$ cat src/rtl/param_fifo_if.sv
`default_nettype none
// =============================================================================
// Module   : param_fifo_if
// Brief    : Handshake/status bundle between a FIFO user and param_fifo.
// Revision : 1.0 - initial release
// =============================================================================
interface param_fifo_if #(
    parameter int DATA_WIDTH = 32,
    parameter int ADDR_WIDTH = 4
);
    logic [DATA_WIDTH-1:0] data_in;
    logic                  write;
    logic                  read;
    logic                  flush;
    logic                  clear_errors;
    logic [DATA_WIDTH-1:0] data_out;
    logic                  data_out_valid;
    logic                  full;
    logic                  empty;
    logic                  almost_full;
    logic                  almost_empty;
    logic [ADDR_WIDTH:0]   count;
    logic                  overflow;
    logic                  underflow;

    modport master (
        output data_in, write, read, flush, clear_errors,
        input  data_out, data_out_valid, full, empty, almost_full,
               almost_empty, count, overflow, underflow
    );

    modport slave (
        input  data_in, write, read, flush, clear_errors,
        output data_out, data_out_valid, full, empty, almost_full,
               almost_empty, count, overflow, underflow
    );
endinterface
`default_nettype wire

$ cat src/rtl/param_fifo.sv
`default_nettype none
// =============================================================================
// Module   : param_fifo
// Brief    : Single-clock FIFO, registered read data, sticky error flags.
// Revision : 1.0 - initial release
// =============================================================================
module param_fifo #(
    parameter int DATA_WIDTH = 32,
    parameter int ADDR_WIDTH = 4,
    parameter int AF_LEVEL   = (2**ADDR_WIDTH) - 2,
    parameter int AE_LEVEL   = 2
) (
    input  wire logic    clk,
    input  wire logic    rst,
    param_fifo_if.slave  bus
);
    localparam int                  C_DEPTH    = 2**ADDR_WIDTH;
    localparam logic [ADDR_WIDTH:0] C_DEPTH_W  = (ADDR_WIDTH+1)'(C_DEPTH);
    localparam logic [ADDR_WIDTH:0] C_AF_W     = (ADDR_WIDTH+1)'(AF_LEVEL);
    localparam logic [ADDR_WIDTH:0] C_AE_W     = (ADDR_WIDTH+1)'(AE_LEVEL);

    logic [DATA_WIDTH-1:0] r_mem [C_DEPTH];
    logic [ADDR_WIDTH-1:0] r_wr_ptr;
    logic [ADDR_WIDTH-1:0] r_rd_ptr;
    logic [ADDR_WIDTH:0]   r_count;
    logic [DATA_WIDTH-1:0] r_data_out;
    logic                  r_data_out_valid;
    logic                  r_overflow;
    logic                  r_underflow;

    logic w_full;
    logic w_empty;
    logic w_do_read;
    logic w_do_write;
    logic w_ovf_evt;
    logic w_udf_evt;

    assign w_full  = (r_count == C_DEPTH_W);
    assign w_empty = (r_count == '0);

    // A read frees a slot on the same edge, so a full FIFO may still accept a write.
    assign w_do_read  = ~bus.flush & bus.read & ~w_empty;
    assign w_do_write = ~bus.flush & bus.write & (~w_full | w_do_read);
    assign w_ovf_evt  = ~bus.flush & bus.write & ~w_do_write;
    assign w_udf_evt  = ~bus.flush & bus.read & ~w_do_read;

    always_ff @(posedge clk) begin
        if (w_do_write) begin
            r_mem[r_wr_ptr] <= bus.data_in;
        end
    end

    always_ff @(posedge clk or posedge rst) begin
        if (rst) begin
            r_wr_ptr         <= '0;
            r_rd_ptr         <= '0;
            r_count          <= '0;
            r_data_out       <= '0;
            r_data_out_valid <= 1'b0;
            r_overflow       <= 1'b0;
            r_underflow      <= 1'b0;
        end else begin
            r_data_out_valid <= 1'b0;
            // A fresh error on the clearing edge wins over the clear.
            r_overflow       <= (r_overflow  & ~bus.clear_errors) | w_ovf_evt;
            r_underflow      <= (r_underflow & ~bus.clear_errors) | w_udf_evt;
            if (bus.flush) begin
                r_wr_ptr <= '0;
                r_rd_ptr <= '0;
                r_count  <= '0;
            end else begin
                if (w_do_write) begin
                    r_wr_ptr <= r_wr_ptr + 1'b1;
                end
                if (w_do_read) begin
                    r_rd_ptr         <= r_rd_ptr + 1'b1;
                    r_data_out       <= r_mem[r_rd_ptr];
                    r_data_out_valid <= 1'b1;
                end
                case ({w_do_write, w_do_read})
                    2'b10:   r_count <= r_count + 1'b1;
                    2'b01:   r_count <= r_count - 1'b1;
                    default: r_count <= r_count;
                endcase
            end
        end
    end

    assign bus.data_out       = r_data_out;
    assign bus.data_out_valid = r_data_out_valid;
    assign bus.full           = w_full;
    assign bus.empty          = w_empty;
    assign bus.almost_full    = (r_count >= C_AF_W);
    assign bus.almost_empty   = (r_count <= C_AE_W);
    assign bus.count          = r_count;
    assign bus.overflow       = r_overflow;
    assign bus.underflow      = r_underflow;
endmodule
`default_nettype wire

$ cat src/flat_wrapper.sv
// flat-port wrapper written by rule: the top's interface ports become plain ports
module param_fifo_flat 
#(
    parameter int DATA_WIDTH = 32,
    parameter int ADDR_WIDTH = 4,
    parameter int AF_LEVEL   = (2**ADDR_WIDTH) - 2,
    parameter int AE_LEVEL   = 2
)
  (clk, rst, bus_data_in, bus_write, bus_read, bus_flush, bus_clear_errors, bus_data_out, bus_data_out_valid, bus_full, bus_empty, bus_almost_full, bus_almost_empty, bus_count, bus_overflow, bus_underflow);
  param_fifo_if #(.DATA_WIDTH(DATA_WIDTH), .ADDR_WIDTH(ADDR_WIDTH)) bus_i ();
  input  wire logic clk;
  input  wire logic rst;
  input wire logic [$bits(bus_i.data_in)-1:0] bus_data_in;
  input wire logic [$bits(bus_i.write)-1:0] bus_write;
  input wire logic [$bits(bus_i.read)-1:0] bus_read;
  input wire logic [$bits(bus_i.flush)-1:0] bus_flush;
  input wire logic [$bits(bus_i.clear_errors)-1:0] bus_clear_errors;
  output wire logic [$bits(bus_i.data_out)-1:0] bus_data_out;
  output wire logic [$bits(bus_i.data_out_valid)-1:0] bus_data_out_valid;
  output wire logic [$bits(bus_i.full)-1:0] bus_full;
  output wire logic [$bits(bus_i.empty)-1:0] bus_empty;
  output wire logic [$bits(bus_i.almost_full)-1:0] bus_almost_full;
  output wire logic [$bits(bus_i.almost_empty)-1:0] bus_almost_empty;
  output wire logic [$bits(bus_i.count)-1:0] bus_count;
  output wire logic [$bits(bus_i.overflow)-1:0] bus_overflow;
  output wire logic [$bits(bus_i.underflow)-1:0] bus_underflow;
  assign bus_i.data_in = bus_data_in;
  assign bus_i.write = bus_write;
  assign bus_i.read = bus_read;
  assign bus_i.flush = bus_flush;
  assign bus_i.clear_errors = bus_clear_errors;
  assign bus_data_out = bus_i.data_out;
  assign bus_data_out_valid = bus_i.data_out_valid;
  assign bus_full = bus_i.full;
  assign bus_empty = bus_i.empty;
  assign bus_almost_full = bus_i.almost_full;
  assign bus_almost_empty = bus_i.almost_empty;
  assign bus_count = bus_i.count;
  assign bus_overflow = bus_i.overflow;
  assign bus_underflow = bus_i.underflow;
  param_fifo #(.DATA_WIDTH(DATA_WIDTH), .ADDR_WIDTH(ADDR_WIDTH), .AF_LEVEL(AF_LEVEL), .AE_LEVEL(AE_LEVEL)) u_core (.clk(clk), .rst(rst), .bus(bus_i));
endmodule
$ cat config.mk
export PLATFORM = sky130hd
export DESIGN_NAME = param_fifo_flat
export DESIGN_NICKNAME = d
export VERILOG_FILES = /design/src/rtl/param_fifo_if.sv /design/src/rtl/param_fifo.sv /design/src/flat_wrapper.sv
export SDC_FILE = /design/constraint.sdc
export NUM_CORES = 1
export LEC_CHECK = 0
export CAP_MARGIN = 25
export CORE_AREA = 2 2 211 213
export CTS_BUF_LIST = sky130_fd_sc_hd__clkbuf_2 sky130_fd_sc_hd__clkbuf_4 sky130_fd_sc_hd__clkbuf_8
export DETAILED_ROUTE_END_ITERATION = 8
export DIE_AREA = 0 0 213 215
export DONT_BUFFER_PORTS = 1
export HOLD_SLACK_MARGIN = 0.08
export PLACE_DENSITY = 0.71
export SYNTH_ARGS = -nofsm -noshare
export SYNTH_HDL_FRONTEND = slang
export SYNTH_SLANG_ARGS = --single-unit
$ cat constraint.sdc
create_clock -name clk -period 3.3 [get_ports clk]
set_clock_uncertainty 0.2 [all_clocks]
set_input_delay 0.33 -clock clk [delete_from_list [all_inputs] [get_ports clk]]
set_output_delay 0.33 -clock clk [all_outputs]
set_load 0.005 [all_outputs]
======== Yosys cells after proc, flatten, opt, wreduce, memory -nomap -nowiden ========
Memories as Yosys holds them, arrays and structs flattened. A register that Yosys moved wholly into a read port is not among the register bits.
Cells that the tools add are included.
storage, ports and cells
  bits in writable memories ............... 512
  bits in registers ....................... 16
  memories ................................ 1
  word-level logic and storage cells ...... 48
  input bits .............................. 38
memory list
  name          depth  bits a word  rd ports  clocked after Yosys merged registers in  wr ports  line              RTL
  u_core.r_mem  16     32           1         1                                        1         param_fifo.sv:22  logic [DATA_WIDTH-1:0] r_mem [C_DEPTH];
cells by class
  equal/unequal tests ..................... 3
  reduce and logical (&&, ||, !) cells .... 5
  multiplexer cells ....................... 10
  magnitude comparators ................... 2
  bitwise logic cells ..................... 17
  $add $sub $neg .......................... 4
operator list
  operator                                              number
  two-way mux 4 bit                                     4
  case mux 5 bit (2 select lines)                       1
  adder 4 x 1 -> 4 bit (second input constant)          2
  AND 1 bit                                             8
  NOT 1 bit                                             6
  adder 5 x 1 -> 5 bit (second input constant)          1
  equality test 5 bit (second input constant)           1
  >= comparator 5 x 4 -> 1 bit (second input constant)  1
  <= comparator 5 x 2 -> 1 bit (second input constant)  1
  zero test 5 bit                                       1
  two-way mux 5 bit                                     1
  subtractor 5 x 1 -> 5 bit (second input constant)     1
  two-way mux 1 bit                                     4
  nonzero test 2 bit                                    2
  OR 1 bit                                              3
  nonzero test 3 bit                                    1
  equality test 2 x 1 -> 1 bit (second input constant)  1
  equality test 2 bit (second input constant)           1
  AND reduction 2 bit                                   1

======== Depth between registers and ports, before layout ========
  depth after elaboration ................. 8
  depth in mapped cells ................... 11
  depth with buffers taken out ............ 10

======== Worst setup path before layout ========
OpenSTA, ideal clock, no wires.
  kind .................................... reg-to-reg
  start ................................... register u_core.r_count[1], in the netlist u_core.bus.count[1]
  end ..................................... memory u_core.r_mem[12][0] (enable)
  required time ........................... 2,679 ps
  cell stages (with the launch flop) ...... 6
  buffers on the path ..................... 1
  slack ................................... 241 ps
  data arrival time ....................... 2,438 ps
  clock period less this slack ............ 3,059 ps
  library setup time ...................... 421 ps
  cell sequence ........................... dfrtp_1 > or4_4 > buf_6 > nor2_1 > nand4bb_1 > nor2_1
on the way
  longest elaborated chain between the ends .. 7
  elaborated cells between the ends (all ways) .. 9
  classes of those cells .................. 1 x eq/ne; 2 x mux; 5 x bitwise; 1 x reduce/logical
ends and longest elaborated chain
  element                                      line              RTL
  start: declaration                           param_fifo.sv:25  logic [ADDR_WIDTH:0] r_count;
  start signal: assignment                     param_fifo.sv:81  2'b10: r_count <= r_count + 1'b1;
  start signal: assignment                     param_fifo.sv:82  2'b01: r_count <= r_count - 1'b1;
  start signal: assignment                     param_fifo.sv:83  default: r_count <= r_count;
  zero test 5 bit                              param_fifo.sv:39  assign w_empty = (r_count == '0);
  NOT 1 bit                                    param_fifo.sv:42  assign w_do_read = ~bus.flush & bus.read & ~w_empty;
  AND 1 bit                                    param_fifo.sv:42
  OR 1 bit (*)                                 param_fifo.sv:43  assign w_do_write = ~bus.flush & bus.write & (~w_full | w_do_read);
  AND 1 bit (*)                                param_fifo.sv:43
  two-way mux 1 bit (*)                        param_fifo.sv:48  if (w_do_write) begin
  two-way mux 1 bit (implied by the code) (*)  param_fifo.sv:49  r_mem[r_wr_ptr] <= bus.data_in;
  end: declaration                             param_fifo.sv:22
Mark *: on every way between the ends. The rest lies on a longest branch, timed or not.

======== Worst setup path in the final report ========
  start ................................... register u_core.r_count[2], in the netlist u_core.bus.count[2]
  end ..................................... memory u_core.r_mem[6][0] (enable)
Same word-level chain as after synthesis.

==> flow_summary_export.csv <==
group,metric,value,unit
global_route,grt_pass1_vias,10900,
drt,viasPerCell,5.80,
layout,nFillCells,3158,
timing,finalCriticalPeriod,3.09,ns
yosys,ys.flop_type,"edfxtp_1",
drt,post_drt_wl_per_cell,26.0,um
drt,drtAntennaViolNets,0,
pwr,pwr_density_cell,605,nW/um^2
clocking,clkLatencyLatePin,0.65,ns
timing,finalHoldViolations,0,
clocking,root_buffer,"clkbuf_8",
global_route,grt_use_total,20.8,%
critical_path,setup.worst_path.start_class,"flip-flop",
placement,placed_cell_area,22500,sq um
worst_hold_path,hold_path_class,"primary input to async pin",
global_route,grt_max_degree,52,
critical_path,crit_start,"u_core.bus.count[2]$_DFFE_PP0P_",
yosys,synth_warnings,0,
yosys,yosys.cell_types.count,52,
timing,rsz0062_at_grt,"no",
run,maxCapViolCount,0,
floorplan,rows,77,
critical_path,slowest_delay,0.98,ns
drt,vias,10200,
outcome,outcome,"completed",
yosys,syn_inst,989,
critical_path,reg2reg_from,"u_core.bus.count[2]$_DFFE_PP0P_",
timing,post-route-period-util,93.8,%
critical_path,r2r_setup_slack,0.21,ns
critical_path,timing.rr.end,"u_core.r_mem[6][0]$_DFFE_PP_",
clocking,post_cts_buffers,0,
timing,setup_viol,0,
critical_path,crit_cells,4,
critical_path,cp-end-kind,"flip-flop",
timing,worst_pin_slew,1.06,ns
critical_path,path_max_fanout,32,
layout,nets,1145,
critical_path,rr_worst_depth,4,
clocking,clkSinkCount,560,
drt,drt_iter0_markers,908,
yosys,syn_nets,1036,
clocking,cts_tree,"yes",
yosys,syn_avg_cell_area,21.8,sq um
floorplan,die_w,213,um
yosys,synth_seq_cells,560,
critical_path,crit_chain,"or4_4, nor2_1, nor4b_1, and2_2",
floorplan,coreArea,43600,sq um
yosys,ys_seq_area_share,76.8,%
timing,slew_viol_final,0,
placement,dp.final_hpwl,25800,um
critical_path,crit_buf_inv,0,
placement,gp_congestion,0.795,
pwr,finalPower,0.0149,W
yosys,synthTopCellsByArea,"edfxtp_1, mux4_2, dfrtp_1",
clocking,h-tree-depth,3,
critical_path,required,3.34,ns
timing,relSlewSlack,29.4,%
timing,fmax,323,MHz
yosys,async_flop_share,8.57,%
global_route,grt_pass1_wl,69000,um
yosys,synth_top_area_share,71.2,%
floorplan,start_util,49.4,%
layout,syn_to_final_growth,14.3,%
drt,drcViolationCount,0,
placement,port_buffers,0,
clocking,numCtsBuffers,87,
layout,layout-drive-gt1-share,28.2,%
critical_path,critPathTopFamily,"simple AND/OR/NAND/NOR gates",
global_route,antenna_found_initial,4,
clocking,cts.clk_slew.worst_paths,0.06,ns
global_route,grt_overflow,0,
yosys,synth_edf_count,512,
pwr,vdd_ir_drop_max,361,uV
clocking,clock_path_buffers,3,
critical_path,worst_path_max_delay_cell,"and2_2",
yosys,synth_top_cell_by_area,"edfxtp_1",
critical_path,crit_type,"flip-flop to flip-flop",
layout,fin_area,24700,sq um
timing,setup_tns,0,ns
floorplan,floorplan.die_area,45800,sq um
pwr,cellLeakagePower,7.79,nW
critical_path,cp.arrival,3.14,ns
critical_path,crit_path_end,"u_core.r_mem[6][0]$_DFFE_PP_",
floorplan,io_pins,82,
drt,first_pass_iters,5,
yosys,synth_area,21600,sq um
drt,totalWireLength,45800,um
floorplan,dieHeight,215,um
-- layout by cell type (no fill, tap or decap), types with 3 or more instances in the layout --
master         count
nand2_1           36
nor3_1             4
nand2b_1           4
xnor2_1            3
xor2_1             3
a211oi_1           3
inv_1             14
buf_16             6
dfrtp_4            3
buf_12            10
and2_2            12
buf_4             17
o211ai_1           4
o21ai_0            3
nor2b_1            4
dfrtp_1           45
o41ai_1            3
mux2i_1           65
mux4_2           128
clkinv_2          16
o221ai_1          32
ha_1               8
a21oi_1            3
nor2_4             4
nor2_1            11
clkinv_1          23
clkbuf_4          23
edfxtp_1         512
dlygate4sd3_1     38
clkbuf_8          93
-- where the power goes --
| part | switching [W] | internal [W] |
|---|---|---|
| combinational | 0.000641 | 0.000439 |
| sequential | 0.000257 | 0.00802 |
| clock | 0.00262 | 0.00295 |
-- worst register-to-register path, stage by stage (launching register included) --
cell and delay, ns:
dfrtp_1 0.51, or4_4 0.24, nor2_1 0.10, nor4b_1 0.65, and2_2 0.98
-- synthesized netlist by cell type (2+ instances only) --
master      n
a211oi_1    3
a21oi_1     3
and2_1     12
and3_1      2
buf_1      12
buf_2      18
buf_4       6
buf_6       2
clkbuf_1   13
dfrtp_1    48
edfxtp_1  512
ha_1        8
inv_1      15
mux2i_1    65
mux4_2    128
nand2_1    36
nand2b_1    4
nand3_1     2
nor2_1     15
nor2b_1     4
nor3_1      4
nor3b_2     2
nor4b_1     2
o211ai_1    4
o21ai_0     3
o221ai_1   32
o32ai_1     2
o41ai_1     3
or3_1       2
xnor2_1     3
xor2_1      3
-- state kept, by name, indices dropped and copies added (netlist names) --
signal / cells
u_core.r_mem: 512
u_core.bus.count: 5
u_core.bus.data_out: 32
u_core.bus.data_out_valid: 1
u_core.bus.underflow: 1
u_core.bus.overflow: 1
u_core.r_wr_ptr: 4
u_core.r_rd_ptr: 4
-- worst min-delay path by stage --
stage / start / endpoint / depth (start not counted)
2_1_floorplan: bus_clear_errors / u_core.bus.underflow$_DFF_PP0_ / 1
3_3_place_gp: bus_flush / u_core.bus.count[4]$_DFFE_PP0P_ / 1
3_5_place_dp: bus_flush / u_core.bus.count[0]$_DFFE_PP0P_ / 1
4_1_cts: rst / u_core.bus.data_out[15]$_DFFE_PP0P_ / 2
5_1_grt: rst / u_core.bus.data_out[15]$_DFFE_PP0P_ / 2
6_report: rst / u_core.bus.data_out[15]$_DFFE_PP0P_ / 2
-- area by class of cell --
| cell class | count | area [sq um] | area share, % |
|---|---|---|---|
| antenna | 1 | 2.50 | 0.0101 |
| tap | 592 | 741 | 3.00 |
| inverter | 16 | 60.1 | 0.243 |
| clock buffer | 116 | 1450 | 5.89 |
| timing repair buffer | 72 | 878 | 3.56 |
| multi-input combinational | 361 | 4730 | 19.2 |
| clock inverter | 43 | 221 | 0.897 |
| sequential | 560 | 16600 | 67.2 |
-- metal layers --
metal | GRT usage [%] | up-vias | part of all wire (%)
li1 | - | 4353 | -
met1 | 27.7 | 5466 | 41
met2 | 34.3 | 328 | 51
met3 | 4.92 | 67 | 6.6
met4 | 6.04 | 2 | 1.8
met5 | 0 | - | 0.028
-- timing repair --
item | 4_1_cts | 5_1_grt
endpoints found under the hold margin | 556 | 0
resized for setup | 0 | 0
hold buffers | 38 | 0
-- cells by family after synthesis --
logic type               share of synthesized area (%)
XOR/XNOR                                         0.244
flip-flops                                        76.8
multiplexers                                      16.4
buffers and inverters                             1.47
AO/OA/AOI/OAI                                     2.28
AND/OR/NAND/NOR                                   2.21
adder cells (fa/ha/maj)                          0.557
-- per-stage QoR --
stage / hold WS, ns / cells / worst slack [ns] / utilization, %
finish: 0.0824 / 1761 / 0.206 / 56.5
global route: 0.135 / 1761 / 0.0386 / 56.5
CTS: 0.101 / 1753 / 0.278 / 56.2
detailed placement: 0.200 / 1556 / 0.382 / 51.5
global placement: 0.196 / 1554 / 0.426 / 51.3
floorplan: 0.222 / 989 / 0.241 / -
Note: power is estimated with default switching activity, not from simulation.
